`src/rtl/serial_add_16b_pkg.sv`:
```
// Shared types and constants for the nibble-serial adder.
// The group generate/propagate combine lives here so the top and any reuse stay consistent.
package serial_add_16b_pkg;

    localparam int NIBBLE_W = 4;

    typedef enum logic [1:0] {
        IDLE = 2'd0,
        RUN  = 2'd1,
        DONE = 2'd2
    } state_t;

    // Fold a new (higher) slice into the running group terms: returns {g, p}.
    function automatic logic [1:0] gp_combine(input logic g_acc, input logic p_acc,
                                              input logic g_slice, input logic p_slice);
        return {g_slice | (p_slice & g_acc), p_acc & p_slice};
    endfunction

endpackage

```
`src/rtl/serial_add_16b_sum_4b.sv`:
```
// 4-bit carry-lookahead slice: sum, group G/P, carry out and the carry into its MSB.
module sum_4b
    import serial_add_16b_pkg::*;
(
    input  logic [NIBBLE_W-1:0] i_a,
    input  logic [NIBBLE_W-1:0] i_b,
    input  logic                i_c,
    output logic [NIBBLE_W-1:0] o_s,
    output logic                o_g,
    output logic                o_p,
    output logic                o_c,
    output logic                o_c_msb
);

    logic [NIBBLE_W-1:0] w_g;
    logic [NIBBLE_W-1:0] w_p;
    logic [NIBBLE_W-1:0] w_c;

    assign w_g = i_a & i_b;
    assign w_p = i_a ^ i_b;

    assign w_c[0] = i_c;
    assign w_c[1] = w_g[0] | (w_p[0] & i_c);
    assign w_c[2] = w_g[1] | (w_p[1] & w_g[0]) | (w_p[1] & w_p[0] & i_c);
    assign w_c[3] = w_g[2] | (w_p[2] & w_g[1]) | (w_p[2] & w_p[1] & w_g[0])
                  | (w_p[2] & w_p[1] & w_p[0] & i_c);

    assign o_g = w_g[3] | (w_p[3] & w_g[2]) | (w_p[3] & w_p[2] & w_g[1])
               | (w_p[3] & w_p[2] & w_p[1] & w_g[0]);
    assign o_p = &w_p;
    assign o_c = o_g | (o_p & i_c);
    assign o_c_msb = w_c[3];
    assign o_s = w_p ^ w_c;

endmodule

```
`src/rtl/serial_add_16b.sv`:
```
// Nibble-serial adder: one shared lookahead slice processes one 4-bit slice per cycle,
// with a valid/ready handshake on both operand and result sides.
module serial_add_16b
    import serial_add_16b_pkg::*;
#(
    parameter int NIBBLES = 4
) (
    input  logic                       clk,
    input  logic                       rst_n,
    input  logic                       in_valid,
    output logic                       in_ready,
    input  logic [NIBBLE_W*NIBBLES-1:0] a,
    input  logic [NIBBLE_W*NIBBLES-1:0] b,
    input  logic                       c_in,
    output logic                       out_valid,
    input  logic                       out_ready,
    output logic [NIBBLE_W*NIBBLES-1:0] sum,
    output logic                       c_out,
    output logic                       ovf,
    output logic                       G,
    output logic                       P
);

    localparam int W     = NIBBLE_W * NIBBLES;
    localparam int IDX_W = (NIBBLES > 1) ? $clog2(NIBBLES) : 1;
    localparam logic [IDX_W-1:0] LAST_IDX = IDX_W'(NIBBLES - 1);

    state_t             r_state;
    state_t             w_next;
    logic               w_in_ready;
    logic               w_out_valid;
    logic [W-1:0]       r_a;
    logic [W-1:0]       r_b;
    logic [W-1:0]       r_sum;
    logic [IDX_W-1:0]   r_idx;
    logic               r_carry;
    logic               r_c_out;
    logic               r_ovf;
    logic               r_g;
    logic               r_p;
    logic [NIBBLE_W-1:0] w_a_nib;
    logic [NIBBLE_W-1:0] w_b_nib;
    logic [NIBBLE_W-1:0] w_s_nib;
    logic               w_g_s;
    logic               w_p_s;
    logic               w_c_s;
    logic               w_c_msb;
    logic [1:0]         w_gp;
    logic               w_last;

    assign w_a_nib = r_a[int'(r_idx)*NIBBLE_W +: NIBBLE_W];
    assign w_b_nib = r_b[int'(r_idx)*NIBBLE_W +: NIBBLE_W];
    assign w_last  = (r_idx == LAST_IDX);
    assign w_gp    = gp_combine(r_g, r_p, w_g_s, w_p_s);

    sum_4b u_slice (
        .i_a     (w_a_nib),
        .i_b     (w_b_nib),
        .i_c     (r_carry),
        .o_s     (w_s_nib),
        .o_g     (w_g_s),
        .o_p     (w_p_s),
        .o_c     (w_c_s),
        .o_c_msb (w_c_msb)
    );

    // State register.
    always_ff @(posedge clk or negedge rst_n) begin
        if (!rst_n) begin
            r_state <= IDLE;
        end else begin
            r_state <= w_next;
        end
    end

    // Next-state and handshake decode.
    always_comb begin
        w_next      = r_state;
        w_in_ready  = 1'b0;
        w_out_valid = 1'b0;
        case (r_state)
            IDLE: begin
                w_in_ready = 1'b1;
                if (in_valid) begin
                    w_next = RUN;
                end else begin
                    w_next = IDLE;
                end
            end
            RUN: begin
                if (w_last) begin
                    w_next = DONE;
                end else begin
                    w_next = RUN;
                end
            end
            DONE: begin
                w_out_valid = 1'b1;
                if (out_ready) begin
                    w_next = IDLE;
                end else begin
                    w_next = DONE;
                end
            end
            default: begin
                w_next = IDLE;
            end
        endcase
    end

    // Operand capture and per-slice accumulation; result fields only move in IDLE load or RUN.
    always_ff @(posedge clk or negedge rst_n) begin
        if (!rst_n) begin
            r_a     <= {W{1'b0}};
            r_b     <= {W{1'b0}};
            r_sum   <= {W{1'b0}};
            r_idx   <= {IDX_W{1'b0}};
            r_carry <= 1'b0;
            r_c_out <= 1'b0;
            r_ovf   <= 1'b0;
            r_g     <= 1'b0;
            r_p     <= 1'b0;
        end else begin
            case (r_state)
                IDLE: begin
                    if (in_valid) begin
                        r_a     <= a;
                        r_b     <= b;
                        r_carry <= c_in;
                        r_idx   <= {IDX_W{1'b0}};
                        r_sum   <= {W{1'b0}};
                        r_g     <= 1'b0;
                        r_p     <= 1'b1;
                    end
                end
                RUN: begin
                    r_sum[int'(r_idx)*NIBBLE_W +: NIBBLE_W] <= w_s_nib;
                    r_carry <= w_c_s;
                    r_c_out <= w_c_s;
                    r_ovf   <= w_c_msb ^ w_c_s;
                    r_g     <= w_gp[1];
                    r_p     <= w_gp[0];
                    if (!w_last) begin
                        r_idx <= r_idx + IDX_W'(1);
                    end
                end
                default: begin
                    r_idx <= r_idx;
                end
            endcase
        end
    end

    assign in_ready  = w_in_ready;
    assign out_valid = w_out_valid;
    assign sum       = r_sum;
    assign c_out     = r_c_out;
    assign ovf       = r_ovf;
    assign G         = r_g;
    assign P         = r_p;

endmodule

```
`config.mk`:
```
export PLATFORM = sky130hd
export DESIGN_NAME = serial_add_16b
export DESIGN_NICKNAME = d
export VERILOG_FILES = /design/src/rtl/serial_add_16b_pkg.sv /design/src/rtl/serial_add_16b_sum_4b.sv /design/src/rtl/serial_add_16b.sv
export SDC_FILE = /design/constraint.sdc
export NUM_CORES = 1
export LEC_CHECK = 0
export ABC_CLOCK_PERIOD_IN_PS = 2800
export CORE_ASPECT_RATIO = 2
export CORE_MARGIN = 2
export CORE_UTILIZATION = 50
export DETAILED_ROUTE_END_ITERATION = 10
export HOLD_SLACK_MARGIN = 0.1
export PLACE_DENSITY = 0.78
export SLEW_MARGIN = 20
export SYNTH_ARGS = -nofsm -noshare
export SYNTH_HDL_FRONTEND = slang
export SYNTH_HIERARCHICAL = 1
export SYNTH_SLANG_ARGS = --single-unit
```
`constraint.sdc`:
```
create_clock -name clk -period 2.8 [get_ports clk]
set_input_delay 0.42 -clock clk [delete_from_list [all_inputs] [get_ports clk]]
set_output_delay 0.42 -clock clk [all_outputs]
set_load 0.02 [all_outputs]
```
==> results.ini, run 1 <==
[status]
status = complete, no violations

[flow_run]
drv_cap = 0

[timing]
final_max_slew_viol_count = 0
fmax_ghz = 0.398
rsz0062_at_grt = no
setup-tns-final_ps = 0
fin_crit_sh_pct = 89.8
setup_viol = 0
final.min_clock_period_ps = 2510
hold_violations = 0
tightest_slew_ps = 687
slew_headroom_pct = 54.2
finClkSkew_ps = 3.32

[synthesis]
synth_xor_area_share_pct = 1.19
ys_seq_area_share_pct = 48.6
synth_most_common_cell = dfrtp_1
ys_seq_elements = 57
synth_edf_count = 0
yosys.area_share.simple_pct = 7.59
ys_warn_count = 6
synth_compound_gate_area_share_pct = 10.4
yosys-top-cells-area = dfrtp_1, mux2_4, mux4_2
synth-async-reset-ratio_pct = 100
synthCells = 200
synth_area_um2 = 2930
netlist-cell-type-count = 35
synth_area_per_cell_um2 = 14.7
synth-adder-area-share_pct = 4.95
synth_top_family_by_area = multiplexers
yosysTopAreaCell = dfrtp_1
synthMuxAreaShare_pct = 22.6
synth_flop_cell = dfrtp_1
synth_top_area_share_pct = 48.6
syn-num-nets = 248
synth_common_cells = dfrtp_1, mux2_4, a22o_1

[place]
port_buffers = 58
gp_congestion = 0.778
dpl.hpwl_um = 4310
dp_cells = 316

[die]
rows = 39
die_h_um = 112
start_util_pct = 51.4
fp.dieArea_um2 = 6530
core_area_um2 = 5710
die_width_um = 58.2
ios = 59

[route]
viasPerCell = 5.57
drtAntennaViolNets = 0
highest_layer = met4
wl_met3_um = 149
drt-total-wl_um = 5840
vias = 1848
route.met2.wl_um = 3400
drc = 0
routedWlPerCell_um = 17.6
met1_length_um = 2130
dr.pass1.iters = 4
first_iter_violations = 47

[clocking]
cts_tree = built
clk_latency_ps = 320
clk_path_buf_depth = 2
postCtsSetupBuffers = 0
cts.sinks = 57
cts_buffers = 9
clk_pin_slew_worst_paths_ps = 50
clockRootBuffer = clkbuf_16
h-tree-depth = 3

[worst_setup_path]
start_kind = flip-flop
cp_data_arrival_time_ps = 2690
crit_required_ps = 2980
r2r_setup_slack_ps = 290
end_kind = flip-flop
critPathMaxFanout = 14
worstSetupPathType = flip-flop to flip-flop

[global_routing]
antenna_found_initial = 0
grtUsageTotal_pct = 20.7
gr-total-overflow = 0
grt_start_max_net_pins = 58
grt_pass1_vias = 2001
grt_pass1_wl_um = 9960

[cells_and_area]
finalNonFillerCells = 332
antenna_cells = 0
drive_gt1_share_pct = 27.3
nFillCells = 389
nets = 314
multiInputGateArea_um2 = 1370
synthToLayoutAreaGrowth_pct = 33.3
seqCellArea_um2 = 1430

[power_and_ir_drop]
leakagePower_uw = 0.00177
power_density_nw_per_um2 = 1490
ir_drop_mv = 1.11

[worst_hold_path]
hold_class = input pin to async pin

## power by group
part / internal [uW] / switching (uW) / leakage, uW
clock: 955 / 356 / 0.000176
combinational: 1490 / 1470 / 0.000887
sequential: 1210 / 334 / 0.000709
## layer usage
metal | track usage (%) | up-vias
met2 | 36.4 | 49
met3 | 4.72 | 13
li1 | - | 861
met5 | 0 | -
met4 | 9.61 | 0
met1 | 22.7 | 925
## worst paths after layout
check                           cells after the start            startpoint              endpoint
worst max-delay path                                8  r_idx[1]$_DFFE_PN0P_   r_carry$_DFFE_PN0P_
worst min-delay path                                2                 rst_n    r_b[4]$_DFFE_PN0N_
worst max register to register                      8  r_idx[1]$_DFFE_PN0P_   r_carry$_DFFE_PN0P_
worst min register to register                      2       ovf$_DFFE_PN0P_       ovf$_DFFE_PN0P_
max in group asynchronous                           2                 rst_n  r_idx[0]$_DFFE_PN0P_
min in group clk                                    2       ovf$_DFFE_PN0P_       ovf$_DFFE_PN0P_
## cell usage in the layout, fill, tap and decap left out, drive strengths merged, types with 2 or more instances in the layout
cell	count
nand2b	2
a21o	8
clkdlybuf4s50	57
clkinv	2
a21oi	5
clkbuf	10
nor2b	2
ha	10
buf	8
nand3	2
mux4	8
bufinv	4
inv	9
dfrtp	57
nand2	9
o21ai	5
nor2	3
and2b	2
nor4	3
mux2	33
xnor2	3
a22o	20
## kinds of logic (layout without fill, tap and decap cells)
group,Yosys count,count (layout)
XOR/XNOR,4,4
AO/OA/AOI/OAI,40,40
multiplexers,41,41
AND/OR/NAND/NOR,28,28
adder cells (fa/ha/maj),11,11
buffers and inverters,19,90
flip-flops,57,57
## registers in the layout, summed over array words and instances, names as in the netlist
register / flops
G: 1
P: 1
c_out: 1
ovf: 1
r_a: 16
r_b: 16
r_carry: 1
r_idx: 2
r_state: 2
sum: 16
## what timing repair did
item / CTS / global route
hold buffers: 0 / 0
setup endpoints to repair: 0 / 1
resized for setup: 0 / 1
## cell type report
| class | count | area share, % |
|---|---|---|
| Clock inverter | 6 | 3.33 |
| Timing Repair Buffer | 65 | 16.4 |
| Clock buffer | 10 | 5.85 |
| Inverter | 9 | 0.864 |
| Tap cell | 61 | 1.95 |
| Sequential cell | 57 | 36.5 |
| Multi-Input combinational cell | 124 | 35.1 |
## through the flow
step,util [%],instance area [um^2],hold WS [ps],power [uW],setup WS [ps]
6_report,68.5,3910,238,5810,286
5_1_grt,68.5,3910,302,6170,105
4_1_cts,68.5,3910,260,5830,170
3_5_place_dp,62.2,3550,479,4490,187
3_3_place_gp,62.2,3550,477,4400,246
2_1_floorplan,-,2930,124,3660,280
## worst max-delay path, cell delays in order, from the launching register on
cell	delay [ps]
dfrtp_1	680
mux4_2	390
ha_1	390
a21oi_2	200
nand3_2	130
a21o_1	220
and3b_1	170
a21oi_1	110
o21ai_0	90
Note: power is estimated with default switching activity, not from simulation.
==> inputs of run 2 (changes only) <==
--- a/config.mk
+++ b/config.mk
@@ -7,7 +7,7 @@
 export LEC_CHECK = 0
 export ABC_CLOCK_PERIOD_IN_PS = 2800
 export CORE_ASPECT_RATIO = 2
-export CORE_MARGIN = 2
+export CORE_MARGIN = 1
 export CORE_UTILIZATION = 50
 export DETAILED_ROUTE_END_ITERATION = 10
 export HOLD_SLACK_MARGIN = 0.1
==> run 2 against run 1 <==
Against the previous run: routed wire length grew 2.9%; clock-buffer cell count is the same; sequential share of layout area grew 0.73 points; die area shrank 5.2%; global-route usage grew 0.90 points; combinational power is essentially flat; worst hold slack lost 110 ps; cell count shrank 0.60%; cell area shrank 2.0%; fmax shrank 3.0%; clock power shrank 24%; clock skew grew 3.7 ps; largest cell class unchanged.
==> results.ini, run 2 (synthesized netlist as in run 1, its figures left out) <==
[status]
status = complete, no violations  ; unchanged

[die]
die_h_um = 110  ; was 112 um
rows = 39  ; unchanged
die_width_um = 56.2  ; was 58.2 um
core_area_um2 = 5660  ; was 5710 um^2
start_util_pct = 51.8  ; was 51.4%
ios = 59  ; unchanged
fp.dieArea_um2 = 6200  ; was 6530 um^2

[place]
port_buffers = 58  ; unchanged
dp_cells = 314  ; was 316
place_ws_ps = 194  ; was 187 ps
dpl.hpwl_um = 4440  ; was 4310 um
gp_congestion = 0.816  ; was 0.778

[clocking]
clk_latency_ps = 320  ; about the same
cts.sinks = 57  ; unchanged
ctsHoldBuffers = 0  ; unchanged
h-tree-depth = 3  ; unchanged
cts_buffers = 9  ; unchanged
postCtsSetupBuffers = 0  ; unchanged
cts_tree = built  ; unchanged
clk_pin_slew_worst_paths_ps = 50  ; about the same
cts-resized-gates = 0  ; unchanged
clockRootBuffer = clkbuf_16  ; unchanged
clk_path_buf_depth = 2  ; unchanged

[worst_setup_path]
critPathMaxFanout = 9  ; was 14
end_kind = flip-flop  ; unchanged
cp_slowest_stage_delay_ps = 610  ; was 680 ps
crit_chain = mux4_2 -> ha_1 -> a21oi_2 -> nand3_2 -> a21o_1 -> and3b_1 -> a21oi_1 -> o21ai_0  ; unchanged
critPathSlowestCell = dfrtp_1  ; unchanged
start_kind = flip-flop  ; unchanged
crit_required_ps = 2980  ; about the same
cp_data_arrival_time_ps = 2770  ; was 2690 ps
worstSetupPathType = flip-flop to flip-flop  ; unchanged

[timing]
finClkSkew_ps = 6.97  ; was 3.32 ps
hold_violations = 0  ; unchanged
setup-tns-final_ps = 0  ; unchanged
fin_hold_ws_ps = 131  ; was 238 ps
final_max_slew_viol_count = 0  ; unchanged
slew_headroom_pct = 55.6  ; was 54.2%
fin_crit_sh_pct = 92.6  ; was 89.8%
fin_ws_ps = 208  ; was 286 ps
tightest_slew_ps = 665  ; was 687 ps
rsz0062_at_grt = no  ; unchanged
fmax_ghz = 0.386  ; was 0.398 GHz
final.min_clock_period_ps = 2590  ; was 2510 ps
setup_viol = 0  ; unchanged

[cells_and_area]
synthToLayoutAreaGrowth_pct = 30.6  ; was 33.3%
drive_gt1_share_pct = 26.8  ; was 27.3%
nets = 312  ; was 314
finalNonFillerCells = 330  ; was 332
layout_common_cells = dfrtp_1, clkdlybuf4s50_1, mux2_4, a22o_1, ha_1  ; was clkdlybuf4s50_1, dfrtp_1, mux2_4, a22o_1, ha_1
antenna_cells = 0  ; unchanged

[global_routing]
gr-total-overflow = 0  ; unchanged
grt_start_max_net_pins = 33  ; was 58
grtUsageTotal_pct = 21.6  ; was 20.7%
antenna_found_initial = 0  ; unchanged
grt_pass1_wl_um = 9770  ; was 9960 um
grt_pass1_vias = 2016  ; was 2001

[power_and_ir_drop]
power_density_nw_per_um2 = 1440  ; was 1490 nW/um^2
leakagePower_uw = 0.00173  ; was 0.00177 uW
ir_drop_mv = 1.04  ; was 1.11 mV

[route]
vias = 1897  ; was 1848
routedWlPerCell_um = 18.2  ; was 17.6 um
drc = 0  ; unchanged
dr.pass1.iters = 4  ; unchanged
drt-total-wl_um = 6000  ; was 5840 um
viasPerCell = 5.75  ; was 5.57
drtAntennaViolNets = 0  ; unchanged
first_iter_violations = 51  ; was 47

[worst_hold_path]
hold_class = input pin to async pin  ; unchanged

[flow_run]
drv_cap = 0  ; unchanged

## run 2: critical path, delay by kind of cell (launching register included)
kind | cells | cell delay (ps)
AOI/OAI and AO/OA | 4 | 590
muxes | 1 | 560
DFF | 1 | 610
and+or+nand+nor | 2 | 310
adders and majority gates | 1 | 380
## run 2: layer usage
metal | routed length [um] | vias to the layer above | track usage (%) | share of wire [%]
li1 | - | 862 | - | -
met1 | 2180 | 967 | 22.2 | 36
met2 | 3490 | 56 | 40.3 | 58
met3 | 180 | 12 | 4.67 | 3.0
met4 | 156 | 0 | 11.3 | 2.6
met5 | 0 | - | 0 | 0
## run 2: area by class of cell
cell class	count	area [um^2]
clock buffers	10	239
multi-input cells	124	1370
inverters	9	33.8
well taps	61	76.3
flip-flops and latches	57	1430
fillers	409	1830
repair buffers	63	638
clock inverters	6	43.8
## run 2: final timing paths
path | startpoint | end | slack (ps) | cells after the start
worst max-delay path | r_idx[0]$_DFFE_PN0P_ | r_carry$_DFFE_PN0P_ | 210 | 8
worst min-delay path | rst_n | sum[10]$_DFFE_PN0P_ | 130 | 1
worst max register to register | r_idx[0]$_DFFE_PN0P_ | r_carry$_DFFE_PN0P_ | 210 | 8
worst min register to register | ovf$_DFFE_PN0P_ | ovf$_DFFE_PN0P_ | 480 | 2
max in group asynchronous | rst_n | r_a[1]$_DFFE_PN0N_ | 2080 | 2
min in group clk | ovf$_DFFE_PN0P_ | ovf$_DFFE_PN0P_ | 480 | 2
## run 2: where the power goes
group | switching [uW] | internal (uW)
Combinational | 1470 | 1480
Sequential | 350 | 1210
Clock | 375 | 622
## run 2: through the flow
stage               total power [uW]  cell area (um^2)  utilization [%]
global placement                4400              3550             62.7
detailed placement              4480              3550             62.7
finish                          5500              3830             67.7
global route                    5840              3830             67.7
floorplan                       3660              2930                -
CTS                             5520              3830             67.7
